$ cat config.mk
export PLATFORM = sky130hd
export DESIGN_NAME = tinyalu_param
export DESIGN_NICKNAME = d
export VERILOG_FILES = /design/src/rtl/tinyalu_param.sv
export SDC_FILE = /design/constraint.sdc
export NUM_CORES = 1
export LEC_CHECK = 0
export CORE_ASPECT_RATIO = 2
export CORE_MARGIN = 2
export CORE_UTILIZATION = 60
export DETAILED_ROUTE_END_ITERATION = 6
export PLACE_DENSITY = 0.83
export SYNTH_ARGS = -nofsm -noshare
export SYNTH_HDL_FRONTEND = slang
export SYNTH_SLANG_ARGS = --single-unit
$ cat constraint.sdc
create_clock -name clk -period 6.05 [get_ports clk]
set_input_delay 0.9075 -clock clk [delete_from_list [all_inputs] [get_ports clk]]
set_output_delay 0.9075 -clock clk [all_outputs]
set_load 0.02 [all_outputs]
$ cat src/rtl/tinyalu_param.sv
// tinyalu_param: parametrised TinyALU with subtract, operand capture at accept,
// busy/err status and a start/done handshake that never re-triggers on a held
// start. Single-cycle ops finish one edge after accept; multiply finishes
// MUL_LAT edges after accept.
module tinyalu_param #(
    parameter int WIDTH   = 8,
    parameter int MUL_LAT = 3
) (
    input  logic                 clk,
    input  logic                 reset_n,
    input  logic [WIDTH-1:0]     A,
    input  logic [WIDTH-1:0]     B,
    input  logic [2:0]           op,
    input  logic                 start,
    output logic                 done,
    output logic [2*WIDTH-1:0]   result,
    output logic                 busy,
    output logic                 err
);

    localparam int RW = 2 * WIDTH;
    // Counter only needs to hold MUL_LAT-1; keep at least one bit.
    localparam int CW = (MUL_LAT > 1) ? $clog2(MUL_LAT) : 1;
    localparam logic [CW-1:0] CNT_LOAD = CW'(MUL_LAT - 1);

    localparam logic [2:0] NO_OP  = 3'b000;
    localparam logic [2:0] ADD_OP = 3'b001;
    localparam logic [2:0] AND_OP = 3'b010;
    localparam logic [2:0] XOR_OP = 3'b011;
    localparam logic [2:0] MUL_OP = 3'b100;
    localparam logic [2:0] SUB_OP = 3'b101;
    localparam logic [2:0] ILL_OP = 3'b110;
    localparam logic [2:0] RST_OP = 3'b111;

    localparam logic [1:0] IDLE = 2'b00;
    localparam logic [1:0] EXEC = 2'b01;
    localparam logic [1:0] MUL  = 2'b10;
    localparam logic [1:0] HOLD = 2'b11;

    logic [1:0]       state_reg,  state_next;
    logic [WIDTH-1:0] a_reg,      a_next;
    logic [WIDTH-1:0] b_reg,      b_next;
    logic [2:0]       op_reg,     op_next;
    logic [CW-1:0]    cnt_reg,    cnt_next;
    logic [RW-1:0]    result_reg, result_next;
    logic             err_reg,    err_next;
    logic             done_reg,   done_next;

    logic [RW-1:0] a_ext;
    logic [RW-1:0] b_ext;
    logic [RW-1:0] product;
    logic [RW-1:0] op_result;

    assign a_ext = {{WIDTH{1'b0}}, a_reg};
    assign b_ext = {{WIDTH{1'b0}}, b_reg};

    // Shift-and-add multiplier over the captured operands: each stage adds
    // the shifted A when the matching bit of B is set. The operands are
    // frozen for the whole MUL phase, so the chain settles well before use.
    genvar gi;
    generate
        for (gi = 0; gi < WIDTH; gi++) begin : g_mul
            logic [RW-1:0] pp;
            logic [RW-1:0] acc;
            assign pp = b_reg[gi] ? (a_ext << gi) : '0;
            if (gi == 0) begin : g_first
                assign acc = pp;
            end else begin : g_rest
                assign acc = g_mul[gi-1].acc + pp;
            end
        end
    endgenerate

    assign product = g_mul[WIDTH-1].acc;

    // Result selection from the captured opcode; illegal codes yield zero.
    always_comb begin
        op_result = '0;
        case (op_reg)
            ADD_OP:  op_result = a_ext + b_ext;
            AND_OP:  op_result = a_ext & b_ext;
            XOR_OP:  op_result = a_ext ^ b_ext;
            SUB_OP:  op_result = a_ext - b_ext;
            MUL_OP:  op_result = product;
            default: op_result = '0;
        endcase
    end

    // Next-state logic for the handshake FSM and the output registers.
    always_comb begin
        state_next  = state_reg;
        a_next      = a_reg;
        b_next      = b_reg;
        op_next     = op_reg;
        cnt_next    = cnt_reg;
        result_next = result_reg;
        err_next    = err_reg;
        done_next   = 1'b0;

        case (state_reg)
            IDLE: begin
                if (start) begin
                    case (op)
                        NO_OP: begin
                            // ignored: nothing changes
                        end
                        RST_OP: begin
                            result_next = '0;
                            err_next    = 1'b0;
                        end
                        MUL_OP: begin
                            a_next     = A;
                            b_next     = B;
                            op_next    = op;
                            cnt_next   = CNT_LOAD;
                            state_next = MUL;
                        end
                        default: begin
                            a_next     = A;
                            b_next     = B;
                            op_next    = op;
                            state_next = EXEC;
                        end
                    endcase
                end
            end
            EXEC: begin
                result_next = op_result;
                err_next    = (op_reg == ILL_OP);
                done_next   = 1'b1;
                state_next  = HOLD;
            end
            MUL: begin
                if (cnt_reg == '0) begin
                    result_next = op_result;
                    err_next    = 1'b0;
                    done_next   = 1'b1;
                    state_next  = HOLD;
                end else begin
                    cnt_next = cnt_reg - 1'b1;
                end
            end
            HOLD: begin
                // Wait for the requester to drop start before re-arming.
                if (!start) begin
                    state_next = IDLE;
                end
            end
            default: state_next = IDLE;
        endcase
    end

    // State registers with asynchronous active-low clear.
    always_ff @(posedge clk or negedge reset_n) begin
        if (!reset_n) begin
            state_reg  <= IDLE;
            a_reg      <= '0;
            b_reg      <= '0;
            op_reg     <= NO_OP;
            cnt_reg    <= '0;
            result_reg <= '0;
            err_reg    <= 1'b0;
            done_reg   <= 1'b0;
        end else begin
            state_reg  <= state_next;
            a_reg      <= a_next;
            b_reg      <= b_next;
            op_reg     <= op_next;
            cnt_reg    <= cnt_next;
            result_reg <= result_next;
            err_reg    <= err_next;
            done_reg   <= done_next;
        end
    end

    assign done   = done_reg;
    assign result = result_reg;
    assign err    = err_reg;
    assign busy   = (state_reg != IDLE);

endmodule

# --- Word-level counts from Yosys, hierarchy flattened ---
# Index checks and enable logic that the tools add are counted.
word_totals:
  register_bits: 41
  in_bits: 22
  output_inout_bits: 19
  word_cells: 78
classes:
  n_addsub: 10
  n_eq_ne: 18
  muxes: 28
  n_bitwise: 3
  n_reduce_logical: 11
op_table:
  columns: ["cell", "count"]
  rows:
  - ["16-bit one-hot mux with 5 select lines", 1]
  - ["16-bit 2-to-1 mux", 3]
  - ["16-bit one-hot mux with 3 select lines", 1]
  - ["15-bit by 15-bit adder with 16-bit output", 1]
  - ["14-bit by 14-bit adder with 15-bit output", 1]
  - ["3-bit == test, second input constant", 5]
  - ["15-bit 2-to-1 mux", 1]
  - ["13-bit by 13-bit adder with 14-bit output", 1]
  - ["14-bit 2-to-1 mux", 1]
  - ["12-bit by 12-bit adder with 13-bit output", 1]
  - ["13-bit 2-to-1 mux", 1]
  - ["11-bit by 11-bit adder with 12-bit output", 1]
  - ["12-bit 2-to-1 mux", 1]
  - ["2-bit 2-to-1 mux", 6]
  - ["4-bit AND reduction", 3]
  - ["10-bit by 10-bit adder with 11-bit output", 1]
  - ["11-bit 2-to-1 mux", 1]
  - ["8-bit by 9-bit adder with 10-bit output", 1]
  - ["10-bit 2-to-1 mux", 1]
  - ["2-bit != test, second input constant", 5]
  - ["8-bit by 8-bit adder with 9-bit output", 1]
  - ["9-bit 2-to-1 mux", 1]
  - ["8-bit by 8-bit subtractor with 9-bit output", 1]
  - ["8-bit AND", 1]
  - ["other kinds (20)", 29]

# --- Depth between registers and ports, before layout ---
# Gate-level depths: netlist of run 1.
logic_depth:
  word_depth: 11
  ltp_mapped: 17
  depth_no_buf: 17

# --- Worst setup path after synthesis of run 1 ---
# OpenSTA, ideal clock, no wires.
synth_timing:
  path_type: "register to register"
  startpoint: "reg a_reg[4]"
  endpoint: "reg result_reg[12] (netlist: result[12])"
  t_arrival_ns: 4.271
  t_required_ns: 5.924
  setup_slack_ns: 1.653
  path_stages_with_launch: 15
  n_path_buf: 0
  synth_period_minus_slack_ns: 4.397
  cell_sequence: "dfrtp_1 -> ha_1 -> fa_1 -> fa_1 -> fa_1 -> inv_1 -> fa_1 -> inv_1 -> ha_1 -> o21ai_0 -> o21bai_1 -> a2111o_1 -> o311a_1 -> xor2_1 -> a221o_1"
synth_via:
  elab_chain_len: 11
  elab_cells_between_ends: 19
  classes_between: "8 x add/sub; 11 x mux"
synth_rtl:
  columns: ["item", "line_no", "source"]
  rows:
  - ["from (decl)", "41", "logic [WIDTH-1:0] a_reg, a_next;"]
  - ["from (signal assigned)", "166", "a_reg <= a_next;"]
  - ["8-bit 2-to-1 mux or 9-bit 2-to-1 mux (tied branches)", "65", "assign pp = b_reg[gi] ? (a_ext << gi) : '0;"]
  - ["8-bit by 9-bit adder with 10-bit output", "69", "assign acc = g_mul[gi-1].acc + pp;"]
  - ["10-bit by 10-bit adder with 11-bit output", "69", null]
  - ["11-bit by 11-bit adder with 12-bit output", "69", null]
  - ["12-bit by 12-bit adder with 13-bit output", "69", null]
  - ["13-bit by 13-bit adder with 14-bit output", "69", null]
  - ["14-bit by 14-bit adder with 15-bit output", "69", null]
  - ["15-bit by 15-bit adder with 16-bit output", "69", null]
  - ["16-bit one-hot mux with 5 select lines (*)", "79", "case (op_reg)"]
  - ["16-bit 2-to-1 mux", "134", "if (cnt_reg == '0) begin"]
  - ["16-bit one-hot mux with 3 select lines (*)", "100", "case (state_reg)"]
  - ["to (signal assigned)", "170", "result_reg <= result_next;"]
  - ["to (decl)", "45", "logic [RW-1:0] result_reg, result_next;"]
# Every way passes the cells marked *; elsewhere a longest branch is shown, timed or not. The select of a mux whose other input is x is not followed.
# A chain may end at the register's enable or synchronous reset.

# --- Worst setup path in the final report of run 1 ---
# Ends and elaborated chain as after synthesis.

==> qor.yml, run 1 <==
htree_levels: 2
drt_pass1_iterations: 7
synth_area_leaders: "dfrtp_1 22%, fa_1 17%, ha_1 14%"
grt_setup_unrepaired: "no"
drive_above_1_share: 0.0486
clk_pin_slew_ns: 0.06
area_growth_pct: 13.4
cp.buffers_inverters: 2
gr-usage-all-layers: 0.276
initial_core_util: 0.614
arrival_ns: 4.84
grt_start_max_net_pins: 42
ant_nets: 0
r2r-start: "a_reg[4]"
cpMostUsedCell: "fa_1"
grt_pass1_vias: 3775
die_area_um2: 8430
hold_path_depth: 2
synthTopCellsByCount: "65 x inv_1, 52 x ha_1, 43 x nand2_1"
cp-end-kind: "flop"
path_delay_family: "adder cells"
report.final.slew_viol_count: 0
cpPeakStageDelay_ns: 0.58
tns_ns: 0
grt_pass1_wl_um: 18000
clk_latency_ns: 0.29
cts.sinks: 41
post-route-util: 0.697
cap_violations: 0
netlist_area_um2: 4600
diodes: 0
grt-ovfl-total: 0
worst_r2r_endpoint: "result[12]"
startpoint_type: "flop"
hold_buffers: 0
synth_top_area_cell: "dfrtp_1"
cp.required_ns: 6.22
max_freq_mhz: 214
finalCriticalPeriod_ns: 4.67
vias: 3762
worstMarginPinSlew_ns: 1.10
worstSetupPathType: "flop to flop"
ys_warn_count: 0
drc: 1
dieWidth_um: 65.9
synthArstFlopShare: 1.00
numCtsBuffers: 5
synthesis.nets: 615
cp_max_fo: 10
hpwl_um: 7970
wl_um: 10400
cp_slowest_cell: "fa_1"
synth-seq-area-share: 0.223
failed_checks: "design-rule violations"
fin_nets: 648
setup-violations-final: 0
synth.distinct_cells: 61
ctsResizeCount: 0
worstPathCellList: "ha_1, fa_1, fa_1, fa_1, inv_1, fa_1, inv_1, ha_1, o21ai_0, o21bai_1, a2111o_1, o311a_1, xor2_1, a221o_1"
rr_worst_depth: 14
hp-class: "flop to flop"
cts_root_buf: "clkbuf_16"
core-area_um2: 7490
grt_antenna_before_repair: 0
syn-mean-instance-area_um2: 9.18
holdCritStartpoint: "err"
synth_edf_count: 0
synth.most_common_cell: "inv_1"
gp_congestion: 0.961
synth_top_cell_area_share: 0.223
portBuffers: 40
die_h_um: 128
ys.flop_type: "dfrtp_1"
post_cts_buffers: 0
synthCells: 501
hold_violations: 0
skew_ns: 0.00447
cts_tree: "yes"
largest_reg_flops: 16
clockBufferDepth: 2
outcome: "finished, violations left"
ys_ff_latch: 41
timing.final.crit_share: 0.771
routedWlPerCell_um: 16.5
row_count: 45
viasPerCell: 5.98
reg2reg_slack_ns: 1.38
maxSlewHeadroom: 0.269
first_iter_violations: 351
io_pins: 41
whs_endpoint: "err"
fillers: 588
through the flow:
stage | cell area (um^2) | setup WS, ns | hold WS (ns) | std cells
floorplan | 4600 | 1.65 | 0.489 | 501
global placement | 5040 | 1.54 | 0.461 | 621
detailed placement | 5040 | 1.45 | 0.469 | 621
CTS | 5220 | 1.40 | 0.482 | 629
global route | 5220 | 1.22 | 0.519 | 629
finish | 5220 | 1.38 | 0.479 | 629
worst reg2reg max path, cell delays in order, from the launching register on:
cell and delay (ns):
dfrtp_1 0.47, ha_1 0.32, fa_1 0.58, fa_1 0.45
fa_1 0.54, inv_1 0.05, fa_1 0.52, inv_1 0.04
ha_1 0.34, o21ai_0 0.10, o21bai_1 0.10, a2111o_1 0.43
o311a_1 0.14, xor2_1 0.16, a221o_1 0.32
cell families (layout without fill, tap and decap cells):
family / Yosys count / in the layout / share of synthesized area
buffers and inverters: 79 / 113 / 0.0685
DFF: 41 / 41 / 0.223
AOI/OAI and AO/OA: 115 / 115 / 0.175
and+or+nand+nor: 149 / 149 / 0.164
muxes: 14 / 14 / 0.0332
xor gates and xnor gates: 11 / 11 / 0.0209
adders and majority gates: 92 / 92 / 0.315
per-layer routing:
metal | GRT usage | up-vias | part of all wire
met5 | 0 | - | 0
met4 | 0.112 | 0 | 0.027
met3 | 0.0386 | 21 | 0.052
met2 | 0.447 | 137 | 0.51
met1 | 0.369 | 1816 | 0.41
li1 | - | 1788 | -
how the worst max path moves through the flow:
stage | start | to | slack [ns] | cells past startpoint
4_1_cts | a_reg[4] | result[12] | 1.40 | 14
2_1_floorplan | a_reg[4] | result[12] | 1.65 | 14
5_1_grt | a_reg[4] | result[12] | 1.22 | 14
3_3_place_gp | a_reg[4] | result[12] | 1.54 | 14
3_5_place_dp | a_reg[4] | result[12] | 1.45 | 14
6_report | a_reg[4] | result[12] | 1.38 | 14
cells in the final DEF, fill, tap and decap left out, types with 2 or more instances in the layout:
master,Yosys,layout
o22ai_1,2,2
a32o_1,2,2
a21o_2,2,2
nor2b_1,10,10
dfrtp_1,41,41
a211oi_1,4,4
mux2_2,10,10
o21a_1,6,6
nor3_1,7,7
a22o_1,4,4
and3_1,3,3
ha_1,52,52
a21oi_1,25,25
nand4b_1,2,2
o21ai_0,25,25
o311ai_0,2,2
and2_1,36,36
mux2i_1,4,4
xor2_1,4,4
nor2_1,24,24
clkbuf_16,0,5
a21o_1,3,3
xnor2_1,7,7
or3_1,3,3
nand2b_1,4,4
fa_1,40,40
nand2_1,43,43
a221o_1,9,9
inv_1,65,65
a22oi_1,6,6
nand3_1,10,10
o211ai_1,3,3
o21bai_1,2,2
o31ai_1,3,3
clkdlybuf4s50_1,0,39
area by class of cell:
class	instances	area, um^2	area share
Clock buffer	6	139	0.0266
Clock inverter	2	37.5	0.00719
Inverter	65	244	0.0468
Multi-Input combinational cell	381	3260	0.625
Sequential cell	41	1030	0.197
Tap cell	94	118	0.0225
Timing Repair Buffer	40	395	0.0758
Power of run 1 is left out: the tool's default activity adds up to more than one toggle a clock period on the data nets, which glitch-free logic cannot reach.
==> inputs of run 2 (changes only) <==
==> constraint.sdc (replaced) <==
create_clock -name clk -period 4.7 [get_ports clk]
set_input_delay 0.705 -clock clk [delete_from_list [all_inputs] [get_ports clk]]
set_output_delay 0.705 -clock clk [all_outputs]
set_load 0.02 [all_outputs]
==> run 2 against run 1 <==
The flow now finishes without violations; worst hold slack worse by 0.0061 ns; setup slack worse by 1.2 ns; sequential share of layout area is 0.19 points lower; global-route usage is 0.061 points higher; die area stayed put; critical path depth is 3 higher; via count hardly changed; clock skew is 0.00086 ns higher; fmax is 2.6% higher; critical endpoint is now result[11].
==> qor.yml, run 2 (same netlist as run 1, synthesis figures left out) <==
diodes: 0  # unchanged
cp.buffers_inverters: 4  # +2
drc: 0  # -1
io_pins: 41  # unchanged
cts_tree: "yes"
fin_cells: 637  # +1.3%
hold_violations: 0  # unchanged
hold_path_depth: 2  # unchanged
clk_latency_ns: 0.29  # about the same
first_iter_violations: 211  # -40%
cp_slowest_cell: "fa_1"
wl_um: 10800  # +3.9%
initial_core_util: 0.614  # unchanged
area_growth_pct: 15.0
worstPathCellList: "buf_4, and2_1, fa_1, inv_1, fa_1, inv_1, fa_1, ha_1, ha_1, inv_1, fa_1, nor2b_2, o31a_1, o21ai_1, nor2b_1, xnor2_1, a221o_1"
grt-ovfl-total: 0  # unchanged
whs_endpoint: "result[3]"
max_freq_mhz: 220  # +2.6%
portBuffers: 40  # unchanged
vias: 3761  # -0.027%
core-area_um2: 7490  # unchanged
finalCriticalPeriod_ns: 4.55  # -0.119 ns
place_ws_ns: 0.153  # -1.29 ns
timing.final.crit_share: 0.968  # +0.196
grt_setup_unrepaired: "no"
grt_pass1_wl_um: 17900  # -0.38%
gr-usage-all-layers: 0.277  # +0.000606
arrival_ns: 4.71  # -0.13 ns
post-route-util: 0.706  # +0.00952
ant_nets: 0  # unchanged
report.final.slew_viol_count: 0  # unchanged
row_count: 45  # unchanged
worstSetupPathType: "flop to flop"
worstMarginPinSlew_ns: 0.900  # -0.196 ns
rr_worst_depth: 17  # +3
grt_pass1_vias: 3797  # +0.58%
cts.sinks: 41  # unchanged
reg2reg_slack_ns: 0.15  # -1.23 ns
cpPeakStageDelay_ns: 0.51  # -0.07 ns
clk_pin_slew_ns: 0.06  # about the same
holdCritStartpoint: "result[3]"
hold_buffers: 0  # unchanged
outcome: "finished, final reports clean"
use_met3: 0.0413  # +0.00263
routedWlPerCell_um: 16.9  # +2.6%
setup-violations-final: 0  # unchanged
dp_cells: 629  # +1.3%
hp-class: "flop to flop"
cts_root_buf: "clkbuf_16"
final_common_cell: "inv_1"
cp_max_fo: 8  # -2
largest_reg_flops: 16  # unchanged
use_met1: 0.337  # -0.0319
setup_ws_ns: 0.152  # -1.23 ns
grt_start_max_net_pins: 42  # unchanged
cap_violations: 0  # unchanged
busiest_layer: "met2"
drive_above_1_share: 0.0737  # +0.0251
cpMostUsedCell: "fa_1"
hpwl_um: 8340  # +4.6%
cp.required_ns: 4.87  # -1.35 ns
clockBufferDepth: 2  # unchanged
post_cts_buffers: 0  # unchanged
worst_r2r_endpoint: "result[11]"
ctsResizeCount: 0  # unchanged
die_area_um2: 8430  # unchanged
dieWidth_um: 65.9  # unchanged
maxSlewHeadroom: 0.400  # +0.132
skew_ns: 0.00534  # +0.000864 ns
cp-end-kind: "flop"
drt_pass1_iterations: 5  # -2
r2r-start: "a_reg[3]"
grt_util_met2: 0.479  # +0.0315
htree_levels: 2  # unchanged
numCtsBuffers: 5  # unchanged
gp_congestion: 0.979  # +1.9%
die_h_um: 128  # unchanged
startpoint_type: "flop"
final_cell_mix: "65 x inv_1, 50 x ha_1, 43 x nand2_1"
fin_nets: 656  # +1.2%
viasPerCell: 5.90  # -1.3%
path_delay_family: "adder cells"
tns_ns: 0  # unchanged
grt_antenna_before_repair: 0  # unchanged
[run 2: cell types whose count changed in the layout (fill, tap and decap cells not counted)]
cell | before | now
nor2b_2 | 0 | 1
dfrtp_2 | 0 | 3
ha_2 | 0 | 2
ha_1 | 52 | 50
buf_4 | 0 | 8
nor2b_1 | 10 | 9
dfrtp_1 | 41 | 38
[run 2: area by class of cell]
type | instances | area (um^2)
clock inverters | 2 | 37.5
inverters | 65 | 244
clock buffers | 6 | 139
flip-flops and latches | 41 | 1030
repair buffers | 48 | 455
well taps | 94 | 118
fillers | 605 | 2200
multi-input cells | 381 | 3270
[run 2: layer usage]
metal,vias up,share of wire
li1,1806,-
met1,1787,0.40
met2,137,0.52
met3,31,0.052
met4,0,0.034
met5,-,0
[run 2: how the worst max path moves through the flow]
stage | start | end | depth (start not counted)
6_report | a_reg[3] | result[11] | 17
3_5_place_dp | b_reg[4] | result[12] | 14
5_1_grt | a_reg[3] | result[13] | 17
2_1_floorplan | a_reg[4] | result[12] | 14
4_1_cts | a_reg[2] | result[11] | 16
3_3_place_gp | b_reg[1] | result[12] | 14
[run 2: metrics by stage]
stage | instance area, um^2 | hold slack, ns
after detailed placement | 5100 | 0.466
after floorplan | 4600 | 0.409
final | 5290 | 0.473
after global routing | 5290 | 0.514
after global placement | 5100 | 0.460
after CTS | 5280 | 0.479
[run 2: worst min-delay path, stage by stage (launching register included)]
cell     delay (ns)
dfrtp_1        0.34
nand2_1        0.05
nand3_1        0.05
Power of run 2 is left out for the same reason.
==> inputs of run 3 (changes only) <==
--- a/config.mk
+++ b/config.mk
@@ -5,11 +5,13 @@
 export SDC_FILE = /design/constraint.sdc
 export NUM_CORES = 1
 export LEC_CHECK = 0
+export ABC_AREA = 1
 export CORE_ASPECT_RATIO = 2
 export CORE_MARGIN = 2
 export CORE_UTILIZATION = 60
 export DETAILED_ROUTE_END_ITERATION = 6
-export PLACE_DENSITY = 0.83
+export MAX_ROUTING_LAYER = met4
+export PLACE_DENSITY = 0.82
 export SYNTH_ARGS = -nofsm -noshare
 export SYNTH_HDL_FRONTEND = slang
 export SYNTH_SLANG_ARGS = --single-unit
==> run 3 against run 2 <==
Global-route usage grew 6.9 points; synthesized cell count grew 38%; critical path depth is the same; fmax grew 3.1%; via count grew 19%; sequential cell count is the same; sequential share of layout area shrank 0.60 points; final cell count grew 27%; wire length grew 27%; area after synthesis grew 6.4%; critical path type unchanged.
==> qor.yml, run 3 <==
grt_start_max_net_pins: 42  # unchanged
vias: 4466  # +19%
report.final.slew_viol_count: 0  # unchanged
path_delay_family: "adder cells"
cpPeakStageDelay_ns: 0.57  # +0.06 ns
gp_congestion: 0.995  # +1.7%
setup-violations-final: 0  # unchanged
fin_nets: 828  # +26%
diodes: 0  # unchanged
hold_buffers: 0  # unchanged
ys.flop_type: "dfrtp_1"
ys_ff_latch: 41  # unchanged
ant_nets: 0  # unchanged
dieWidth_um: 67.9  # +3.0%
synth-seq-area-share: 0.210  # -0.0135
worstSetupPathType: "flop to flop"
clk_latency_ns: 0.29  # about the same
worstMarginPinSlew_ns: 1.09  # +0.191 ns
drt_pass1_iterations: 6  # +1
hp-class: "flop to flop"
ys_warn_count: 0  # unchanged
final_common_cell: "nand2_1"
die_area_um2: 8940  # +6.1%
outcome: "finished, final reports clean"
cp_max_fo: 10  # +2
finalCriticalPeriod_ns: 4.41  # -0.137 ns
htree_levels: 2  # unchanged
io_pins: 41  # unchanged
arrival_ns: 4.64  # -0.07 ns
hpwl_um: 11300  # +35%
grt_setup_unrepaired: "no"
synth_edf_count: 0  # unchanged
cpMostUsedCell: "nand2_1"
cp.buffers_inverters: 2  # -2
timing.final.crit_share: 0.939  # -0.0291
clockBufferDepth: 2  # unchanged
syn-mean-instance-area_um2: 7.08  # -23%
worstPathCellList: "ha_1, fa_1, fa_1, fa_1, inv_1, fa_1, inv_1, ha_1, nand2_1, nand3_1, nand2_1, nand2_1, nand2_1, nand3_1, nand2_1, nand2_1, nand2_1"
area_growth_pct: 11.1
ctsResizeCount: 0  # unchanged
grt_pass1_wl_um: 22300  # +24%
cts_root_buf: "clkbuf_16"
cp_slowest_cell: "fa_1"
synthArstFlopShare: 1.00  # unchanged
portBuffers: 40  # unchanged
largest_reg_flops: 16  # unchanged
synthTopCellsByCount: "219 x nand2_1, 135 x inv_1, 52 x ha_1"
core-area_um2: 7940  # +6.1%
synth_top_area_cell: "dfrtp_1"
netlist_area_um2: 4900  # +6.4%
routedWlPerCell_um: 16.9  # +0.19%
first_iter_violations: 153  # -27%
synth_area_leaders: "dfrtp_1 21%, nand2_1 17%, fa_1 16%"
synthesis.nets: 806  # +31%
post_cts_buffers: 0  # unchanged
cp.required_ns: 4.93  # +0.06 ns
viasPerCell: 5.52  # -6.5%
grt_antenna_before_repair: 0  # unchanged
drc: 0  # unchanged
synth_top_cell_area_share: 0.210  # -0.0135
drive_above_1_share: 0.0449  # -0.0288
maxSlewHeadroom: 0.271  # -0.129
cp-end-kind: "flop"
synth.distinct_cells: 32  # -48%
grt-ovfl-total: 0  # unchanged
initial_core_util: 0.617  # +0.00220
skew_ns: 0.00382  # -0.00152 ns
hold_violations: 0  # unchanged
max_freq_mhz: 227  # +3.1%
row_count: 46  # +2.2%
tns_ns: 0  # unchanged
cts_tree: "yes"
die_h_um: 132  # +3.1%
synthCells: 692  # +38%
cts.sinks: 41  # unchanged
final_cell_mix: "219 x nand2_1, 135 x inv_1, 52 x ha_1"
startpoint_type: "flop"
wl_um: 13700  # +27%
synth.most_common_cell: "nand2_1"
gr-usage-all-layers: 0.346  # +0.0694
numCtsBuffers: 5  # unchanged
grt_pass1_vias: 4654  # +23%
cap_violations: 0  # unchanged
clk_pin_slew_ns: 0.06  # about the same
## run 3: changes by cell type after synthesis, moves of 7 or more
cell	delta
a221o_1	-9
and2_1	-34
clkbuf_1	+10
inv_1	+70
inv_2	+7
nand2_1	+176
nand3_1	+41
nor2_1	+12
nor2b_1	-10
o21ai_0	-12
## run 3: stage by stage
step	utilization	setup WS (ns)	area, um^2	cells	hold WS (ns)
after detailed placement	0.668	0.360	5310	803	0.468
after CTS	0.685	0.365	5440	809	0.484
final	0.685	0.288	5440	809	0.481
after floorplan	-	0.678	4900	692	0.409
after global placement	0.668	0.443	5310	803	0.462
after global routing	0.685	0.0939	5440	809	0.499
## run 3: kinds of logic (layout without fill, tap and decap cells)
logic type | Yosys count | in the layout | share of synthesized area
compound gates | 52 | 52 | 0.0562
xor+xnor | 2 | 2 | 0.00358
fa+ha+maj | 92 | 92 | 0.296
buf+inv | 170 | 191 | 0.135
flops | 41 | 41 | 0.210
mux | 8 | 8 | 0.0184
simple gates | 327 | 327 | 0.281
## run 3: cell type report
class | instances | area (um^2)
tap | 96 | 120
clock buffer | 5 | 125
fill | 691 | 2500
sequential | 41 | 1030
timing repair buffer | 43 | 418
inverter | 142 | 533
multi-input combinational | 481 | 3210
clock inverter | 1 | 5.00
## run 3: worst paths after layout
kind | start | to | slack [ns] | cells past startpoint
setup / recovery | a_reg[4] | result[13] | 0.29 | 17
hold / removal | result[1] | result[1] | 0.48 | 2
setup reg to reg | a_reg[4] | result[13] | 0.29 | 17
hold reg to reg | result[1] | result[1] | 0.48 | 2
max in group asynchronous | reset_n | a_reg[2] | 3.51 | 1
min in group asynchronous | reset_n | done | 0.57 | 1
## run 3: worst register-to-register path: stages (launching register included)
cell,delay (ns)
dfrtp_1,0.50
ha_1,0.34
fa_1,0.57
fa_1,0.44
fa_1,0.54
inv_1,0.06
fa_1,0.52
inv_1,0.04
ha_1,0.37
nand2_1,0.14
nand3_1,0.17
nand2_1,0.14
nand2_1,0.06
nand2_1,0.06
nand3_1,0.14
nand2_1,0.12
nand2_1,0.06
nand2_1,0.09
## run 3: layer usage
layer	GRT usage	vias up	share of wire
li1	-	2143	-
met5	-	-	0
met3	0.0393	78	0.034
met4	0.251	0	0.091
met2	0.606	145	0.54
met1	0.328	2100	0.33
Power of run 3 is left out for the same reason.
